[src/rtl/microstep_sequencer.sv]
// Per-instruction control FSM for the kpu datapath: fetch, operand read, settle, write-back.
// Sole owner of every bus driver output enable and latch write enable; at most one driver per cycle.
module microstep_sequencer #(
   parameter int WAIT_W = 4,
   parameter int CNT_W  = 16
) (
   input  logic              i_clk,
   input  logic              i_n_rst,
   input  logic              i_n_booted,
   input  logic              i_mem_wait,
   input  logic [1:0]        i_ctrl_src,
   input  logic              i_ctrl_use_b,
   input  logic              i_ctrl_wb,
   input  logic [WAIT_W-1:0] i_ctrl_wait,
   input  logic              i_ctrl_halt,
   output logic              o_mem_n_oe,
   output logic              o_op_n_we,
   output logic              o_tmp0_n_we,
   output logic              o_tmp1_n_we,
   output logic              o_reg_n_oe,
   output logic              o_reg_n_we,
   output logic [1:0]        o_reg_sel,
   output logic              o_mlu_n_oe,
   output logic              o_shifter_n_oe,
   output logic [2:0]        o_state,
   output logic [CNT_W-1:0]  o_retired,
   output logic              o_fault
);

   typedef enum logic [2:0] {
      S_IDLE   = 3'd0,
      S_FETCH  = 3'd1,
      S_DECODE = 3'd2,
      S_RD_A   = 3'd3,
      S_RD_B   = 3'd4,
      S_EXEC   = 3'd5,
      S_WB     = 3'd6,
      S_HALTED = 3'd7
   } state_t;

   localparam logic [1:0] SRC_SHIFTER = 2'd1;
   localparam logic [1:0] SRC_MOVE    = 2'd2;
   localparam logic [1:0] SRC_INVALID = 2'd3;

   state_t              r_state;
   state_t              w_next;
   logic [1:0]          r_src;
   logic                r_use_b;
   logic                r_wb;
   logic [WAIT_W-1:0]   r_wait;
   logic [WAIT_W-1:0]   r_cnt;
   logic [CNT_W-1:0]    r_retired;
   logic                r_fault;
   logic                w_retire;
   logic                w_fault_set;

   logic                r_mem_n_oe, r_op_n_we, r_tmp0_n_we, r_tmp1_n_we;
   logic                r_reg_n_oe, r_reg_n_we, r_mlu_n_oe, r_shifter_n_oe;
   logic [1:0]          r_reg_sel;
   logic                w_mem_n_oe, w_op_n_we, w_tmp0_n_we, w_tmp1_n_we;
   logic                w_reg_n_oe, w_reg_n_we, w_mlu_n_oe, w_shifter_n_oe;
   logic [1:0]          w_reg_sel;

   always_comb begin
      w_next      = r_state;
      w_retire    = 1'b0;
      w_fault_set = 1'b0;
      case (r_state)
         S_IDLE:   if (!i_n_booted) w_next = S_FETCH;
         S_FETCH:  if (!i_mem_wait) w_next = S_DECODE;
         S_DECODE: begin
            // HALT wins the transition, but an invalid source still flags the fault
            if (i_ctrl_halt || i_ctrl_src == SRC_INVALID) begin
               w_next      = S_HALTED;
               w_fault_set = (i_ctrl_src == SRC_INVALID);
            end else begin
               w_next = S_RD_A;
            end
         end
         S_RD_A:   w_next = r_use_b ? S_RD_B : S_EXEC;
         S_RD_B:   w_next = S_EXEC;
         S_EXEC: begin
            if (r_cnt == '0) begin
               w_next   = r_wb ? S_WB : S_FETCH;
               w_retire = !r_wb;
            end
         end
         S_WB: begin
            w_next   = S_FETCH;
            w_retire = 1'b1;
         end
         S_HALTED: w_next = S_HALTED;
         default:  w_next = S_IDLE;
      endcase
      // Losing boot drops the in-flight instruction without retiring or faulting it
      if (i_n_booted && r_state != S_HALTED) begin
         w_next      = S_IDLE;
         w_retire    = 1'b0;
         w_fault_set = 1'b0;
      end
   end

   // Enables are decoded from the next state so the registered outputs line up with r_state
   always_comb begin
      w_mem_n_oe     = 1'b1;
      w_op_n_we      = 1'b1;
      w_tmp0_n_we    = 1'b1;
      w_tmp1_n_we    = 1'b1;
      w_reg_n_oe     = 1'b1;
      w_reg_n_we     = 1'b1;
      w_mlu_n_oe     = 1'b1;
      w_shifter_n_oe = 1'b1;
      w_reg_sel      = 2'd0;
      case (w_next)
         S_FETCH: begin
            w_mem_n_oe = 1'b0;
            w_op_n_we  = 1'b0;
         end
         S_RD_A: begin
            w_reg_n_oe  = 1'b0;
            w_tmp0_n_we = 1'b0;
         end
         S_RD_B: begin
            w_reg_sel   = 2'd1;
            w_reg_n_oe  = 1'b0;
            w_tmp1_n_we = 1'b0;
         end
         S_WB: begin
            w_reg_n_we = 1'b0;
            // A move goes through the MLU in pass-A mode so the reg file never drives while writing
            if (r_src == SRC_SHIFTER) w_shifter_n_oe = 1'b0;
            else                      w_mlu_n_oe     = 1'b0;
            w_reg_sel = (r_src == SRC_MOVE) ? 2'd0 : 2'd2;
         end
         default: ;
      endcase
   end

   always_ff @(posedge i_clk or negedge i_n_rst) begin
      if (!i_n_rst) begin
         r_state        <= S_IDLE;
         r_src          <= 2'd0;
         r_use_b        <= 1'b0;
         r_wb           <= 1'b0;
         r_wait         <= '0;
         r_cnt          <= '0;
         r_retired      <= '0;
         r_fault        <= 1'b0;
         r_mem_n_oe     <= 1'b1;
         r_op_n_we      <= 1'b1;
         r_tmp0_n_we    <= 1'b1;
         r_tmp1_n_we    <= 1'b1;
         r_reg_n_oe     <= 1'b1;
         r_reg_n_we     <= 1'b1;
         r_mlu_n_oe     <= 1'b1;
         r_shifter_n_oe <= 1'b1;
         r_reg_sel      <= 2'd0;
      end else begin
         r_state <= w_next;
         if (r_state == S_DECODE) begin
            r_src   <= i_ctrl_src;
            r_use_b <= i_ctrl_use_b;
            r_wb    <= i_ctrl_wb;
            r_wait  <= i_ctrl_wait;
         end
         if (w_next == S_EXEC && r_state != S_EXEC) r_cnt <= r_wait;
         else if (r_state == S_EXEC && r_cnt != '0) r_cnt <= r_cnt - 1'b1;
         if (w_retire)    r_retired <= r_retired + 1'b1;
         if (w_fault_set) r_fault   <= 1'b1;
         r_mem_n_oe     <= w_mem_n_oe;
         r_op_n_we      <= w_op_n_we;
         r_tmp0_n_we    <= w_tmp0_n_we;
         r_tmp1_n_we    <= w_tmp1_n_we;
         r_reg_n_oe     <= w_reg_n_oe;
         r_reg_n_we     <= w_reg_n_we;
         r_mlu_n_oe     <= w_mlu_n_oe;
         r_shifter_n_oe <= w_shifter_n_oe;
         r_reg_sel      <= w_reg_sel;
      end
   end

   assign o_mem_n_oe     = r_mem_n_oe;
   assign o_op_n_we      = r_op_n_we;
   assign o_tmp0_n_we    = r_tmp0_n_we;
   assign o_tmp1_n_we    = r_tmp1_n_we;
   assign o_reg_n_oe     = r_reg_n_oe;
   assign o_reg_n_we     = r_reg_n_we;
   assign o_reg_sel      = r_reg_sel;
   assign o_mlu_n_oe     = r_mlu_n_oe;
   assign o_shifter_n_oe = r_shifter_n_oe;
   assign o_state        = r_state;
   assign o_retired      = r_retired;
   assign o_fault        = r_fault;

endmodule

[config.mk]
export PLATFORM = sky130hd
export DESIGN_NAME = microstep_sequencer
export DESIGN_NICKNAME = d
export VERILOG_FILES = /design/src/rtl/microstep_sequencer.sv
export SDC_FILE = /design/constraint.sdc
export NUM_CORES = 1
export LEC_CHECK = 0
export CAP_MARGIN = 20
export CORE_MARGIN = 2
export CORE_UTILIZATION = 48
export CTS_CLUSTER_SIZE = 28
export DETAILED_ROUTE_END_ITERATION = 8
export GPL_TIMING_DRIVEN = 0
export PLACE_DENSITY = 0.82
export SLEW_MARGIN = 15
export SYNTH_ARGS = -nofsm -noshare
export SYNTH_HDL_FRONTEND = slang
export SYNTH_SLANG_ARGS = --single-unit
[constraint.sdc]
create_clock -name i_clk -period 2.7 [get_ports i_clk]
set_input_delay 0.675 -clock i_clk [delete_from_list [all_inputs] [get_ports i_clk]]
set_output_delay 0.675 -clock i_clk [all_outputs]
set_load 0.02 [all_outputs]
After elaboration in Yosys (flattened, before gate mapping)
Cells that the tools add are included.
{ "word_totals": {"ff_bits": 41, "output_inout_bits": 30, "inputBits": 13} }
{ "classes": {"eq_ne": 17, "n_reduce_logical": 10, "n_mux": 27, "n_addsub": 2} }
{ "op_table": {"columns": ["cell", "n"], "rows": [
  ["3-bit case mux with 8 select lines", 1],
  ["3-bit equality test (second input constant)", 7],
  ["3-bit 2-to-1 mux", 6],
  ["16-bit by 1-bit adder with 16-bit output (second input constant)", 1],
  ["1-bit 2-to-1 mux", 15],
  ["3-bit by 2-bit equality test with 1-bit output (second input constant)", 3],
  ["4-bit 2-to-1 mux", 2],
  ["3-bit by 1-bit equality test with 1-bit output (second input constant)", 2],
  ["3-bit inequality test (second input constant)", 2],
  ["2-bit equality test (second input constant)", 2],
  ["4-bit zero test", 1],
  ["2-bit case mux with 2 select lines", 1],
  ["4-bit nonzero test", 1],
  ["4-bit by 1-bit subtractor with 4-bit output (second input constant)", 1],
  ["1-bit logical AND", 3],
  ["3-bit zero test", 1],
  ["2-bit by 1-bit equality test with 1-bit output (second input constant)", 1],
  ["2-bit 2-to-1 mux", 1],
  ["1-bit case mux with 2 select lines", 1],
  ["2-bit nonzero test", 1],
  ["2-bit OR reduction", 1],
  ["1-bit zero test", 1],
  ["1-bit logical OR", 1]
]} }

Depth between registers and ports, before layout
{ "depth": {"depth_word": 8, "depth_mapped": 8} }

Least setup slack after synthesis
OpenSTA, ideal clock, no wires.
{ "synth_timing": {"path_type": "reg2reg", "start": "register r_cnt[0]", "end": "register r_retired[14] (netlist: o_retired[14])", "slack_ps": 342, "path_stages_with_launch": 9, "t_required_ps": 2571, "path_buffers": 1, "arrival_ps": 2229, "cell_sequence": "dfrtp_1 > inv_1 > ha_1 > or4b_1 > or3b_1 > a211oi_4 > buf_6 > nand4_1 > xnor2_1"} }
{ "synth_via": {"elab_chain_cells": 4} }
{ "synth_lines": {"columns": ["element", "line", "source"], "rows": [
  ["from (decl)", "51", "logic [WAIT_W-1:0] r_cnt;"],
  ["from (signal assigned)", "166", "if (w_next == S_EXEC && r_state != S_EXEC) r_cnt <= r_wait;"],
  ["from (signal assigned)", "167", "else if (r_state == S_EXEC && r_cnt != '0) r_cnt <= r_cnt - 1'b1;"],
  ["4-bit zero test", "83", "if (r_cnt == '0) begin"],
  ["1-bit 2-to-1 mux", "83", null],
  ["1-bit case mux with 2 select lines", "68", "case (r_state)"],
  ["1-bit 2-to-1 mux", "96", "if (i_n_booted && r_state != S_HALTED) begin"],
  ["to (signal assigned)", "168", "if (w_retire) r_retired <= r_retired + 1'b1;"],
  ["to (decl)", "52", "logic [CNT_W-1:0] r_retired;"]
]} }
No other way between the ends.
A chain may end at the register's enable or synchronous reset.

Worst setup path in the final report
{ "layout_timing": {"start": "input i_n_booted", "end": "register r_shifter_n_oe (netlist: o_shifter_n_oe)"} }
{ "layout_via": {"elab_chain_cells": 5, "elab_cells_between_ends": 6, "classes_between": "eq/ne: 1; mux: 4; reduce/logical: 1"} }
{ "layout_lines": {"columns": ["element", "line", "source"], "rows": [
  ["from (decl)", "9", "input logic i_n_booted,"],
  ["3-bit 2-to-1 mux", "69", "S_IDLE: if (!i_n_booted) w_next = S_FETCH;"],
  ["3-bit case mux with 8 select lines", "68", null],
  ["3-bit 2-to-1 mux *", "96", null],
  ["named net w_next[1]", "46", "state_t w_next;"],
  ["3-bit equality test *", "114", "case (w_next)"],
  ["1-bit 2-to-1 mux *", "114", null],
  ["named net w_shifter_n_oe", "61", "logic w_reg_n_oe, w_reg_n_we, w_mlu_n_oe, w_shifter_n_oe;"],
  ["to (signal assigned)", "177", "r_shifter_n_oe <= w_shifter_n_oe;"],
  ["to (decl)", "58", "logic r_reg_n_oe, r_reg_n_we, r_mlu_n_oe, r_shifter_n_oe;"]
]} }
Mark *: on every way through the listed nets, which the timed path passes. The rest lies on a longest branch.

==> impl_metrics.tcl <==
set metrics [dict create \
    status "finished clean" \
    syn_to_final_growth_pct 31.4 \
    yosysUniqueCellTypes 45 \
    use_met2 0.321 \
    period_share 0.967 \
    yosysSeqAreaShare 0.541 \
    rsz0062_at_grt "false" \
    drc 0 \
    grt_max_degree 26 \
    fp.dieW_um 67.1 \
    period_needed_ps 2610 \
    cts_setup_buffers 0 \
    place.gp.congestion 0.901 \
    p_sw_frac 0.277 \
    synth.cell_area_sq_mm 0.00191 \
    hold_viol 0 \
    critPathLaunchType "primary input" \
    async_flop_share 1.00 \
    first_pass_iters 4 \
    max_freq_mhz 383 \
    synth_fp_nets 179 \
    combinationalPowerShare 0.199 \
    slew_headroom 0.582 \
    drive_above_1_share 0.176 \
    setup_viol 0 \
    p_per_area_mw_per_mm2 570 \
    coreArea_sq_mm 0.00374 \
    p_sw_w 0.000396 \
    final_util 0.671 \
    grt_pass1_vias 1418 \
    cts_buffers 5 \
    track_usage 0.191 \
    diodes 0 \
    pwr-share-clk 0.264 \
    intPower_w 0.00104 \
    pwr-share-seq 0.537 \
    slew_violations 0 \
    synth_largest_area_cell "dfrtp_1" \
    ctsHoldBuffers 0 \
    cts_tree "done" \
    dieHeight_um 67.1 \
    htreeDepth 2 \
    grt_first_pass_wirelength_mm 6.45 \
    dieArea_sq_mm 0.00451 \
    crit_slowest_cell "clkdlybuf4s50_1" \
    cts.sinks 41 \
    vias 1417 \
    clock_skew_ps 1.42 \
    ant_nets 0 \
    antenna_found_initial 0 \
    vdd_ir_drop_max_mv 0.411 \
    ys.flop_type "dfrtp_1" \
    synth_area_leaders "dfrtp_1 44%, dfstp_2 9.6%, xnor2_1 7.3%, mux2_2 5.3%, nand4_1 2.6%" \
    cp_max_fo 6 \
    cts-root-buf "clkbuf_8" \
    fin_area_sq_mm 0.00251 \
    start_util 0.511 \
    cp.arrival_ps 2820 \
    port_buffers 42 \
    insertion_delay_ps 290 \
    r2r_start "r_cnt[0]$_DFFE_PN0P_" \
    yosysMostFrequentCell "dfrtp_1" \
    nets 231 \
    cp.required_ps 2910 \
    ys_seq_elements 41 \
    cts-resized-gates 0 \
    pre_cts_slack_ps -102 \
    crit_path_start "i_n_booted" \
    cpPeakStageDelay_ps 540 \
    setup_slack_ps 88.7 \
    path_clk_slew_ps 70 \
    cp-end-kind "flip-flop" \
    viasPerCell 5.37 \
    syn_area_per_cell_sq_um 11.7 \
    grt_use_met3 0.0500 \
    gr-total-overflow 0 \
    placed_area_sq_mm 0.00242 \
    hpwl_mm 2.92 \
    synth_cells 163 \
    dpl.cell_count 254 \
    yosysTopAreaCellShare 0.445 \
    critPathKind "in -> reg" \
    synth-edff-count 0 \
    tightestPinTransition_ps 626 \
    drv_cap 0 \
    rows 22 \
    clock_path_buffers 2 \
    path_cells "clkdlybuf4s50_1 > a21boi_0 > o22ai_1 > and3_1 > clkbuf_1 > o2111ai_1 > or3_1" \
    n_fill_cell 294 \
    final_cells 264 \
    synth_warnings 0 \
    finalPower_w 0.00143 \
    grt.busiest_layer "met2" \
    p_leak_nw 1.09 \
    boundaryPins 43 \
    drt_wl_total_mm 3.93 \
    grt_use_met1 0.237 \
    synth.cells.most_frequent "34 x dfrtp_1, 16 x xnor2_1, 10 x inv_1, 10 x nand2_1, 9 x mux2_2" \
    drt_iter0_drc 52 \
    hp-class "in -> async" \
    post_drt_wl_per_cell_um 14.9 \
]
## layout make-up
type	instances	area, sq um	share of cell area
clock inverters	2	10.0	0.00398
plain buffers	7	48.8	0.0194
clock buffers	6	72.6	0.0289
inverters	10	37.5	0.0149
repair buffers	45	458	0.182
multi-input cells	105	792	0.315
flip-flops and latches	41	1030	0.412
well taps	48	60.1	0.0239
## logic make-up after synthesis
| group | count (synthesis) | synth area share |
|---|---|---|
| fa+ha+maj | 3 | 0.0196 |
| flops | 41 | 0.541 |
| xor+xnor | 18 | 0.0824 |
| mux | 11 | 0.0634 |
| compound gates | 20 | 0.0824 |
| buf+inv | 17 | 0.0451 |
| simple gates | 53 | 0.166 |
## cells in the final DEF, fill, tap and decap left out, types with 3 or more instances in the layout
cell and count:
nand4_1 8, nand3_1 5, buf_4 4, clkdlybuf4s50_1 41, nor2_1 3, mux2_2 9, and3_1 7, nand2_1 10
inv_1 10, o21ai_0 3, clkbuf_8 5, nor2b_1 3, dfstp_2 7, dfrtp_1 34, xnor2_1 16, ha_1 3
clkbuf_1 4
## final timing paths
kind / end / slack (ps) / depth (start not counted)
worst max-delay path: o_shifter_n_oe$_DFF_PN1_ / 90 / 7
worst min-delay path: o_state[2]$_DFF_PN0_ / 320 / 1
worst max register to register: o_retired[1]$_DFFE_PN0P_ / 180 / 7
worst min register to register: o_mlu_n_oe$_DFF_PN1_ / 470 / 1
max in group asynchronous: o_shifter_n_oe$_DFF_PN1_ / 1850 / 2
min in group i_clk: o_mlu_n_oe$_DFF_PN1_ / 470 / 1
## critical path, delay by kind of cell
family / cells / cell delay (ps)
buffers and inverters: 2 / 750
and+or+nand+nor: 2 / 590
AOI/OAI and AO/OA: 3 / 810
## power by group through the flow
stage | clock (W) | combinational [W] | sequential [W]
after CTS | 0.000385 | 0.000288 | 0.000770
final | 0.000378 | 0.000285 | 0.000769
after global placement | 0 | 0.000264 | 0.000773
after detailed placement | 0 | 0.000286 | 0.000782
after global routing | 0.000416 | 0.000324 | 0.000783
after floorplan | 0 | 0.000180 | 0.000776
## metrics by stage
step	hold WS (ps)	TNS, ps
after CTS	331	0
after global routing	332	0
after floorplan	379	0
after global placement	446	-52.1
after detailed placement	466	-102
final	315	0
## state kept, by name, indices dropped and copies added, names as in the netlist, 2 cells and up
| register | cells |
|---|---|
| r_src | 2 |
| o_reg_sel | 2 |
| o_retired | 16 |
| r_wait | 4 |
| o_state | 3 |
| r_cnt | 4 |
## routing by layer
metal	wire, um	part of all wire
met1	1630	0.41
met4	71	0.018
met3	272	0.069
met2	1960	0.50
met5	0	0
Note: power is estimated with default switching activity, not from simulation.
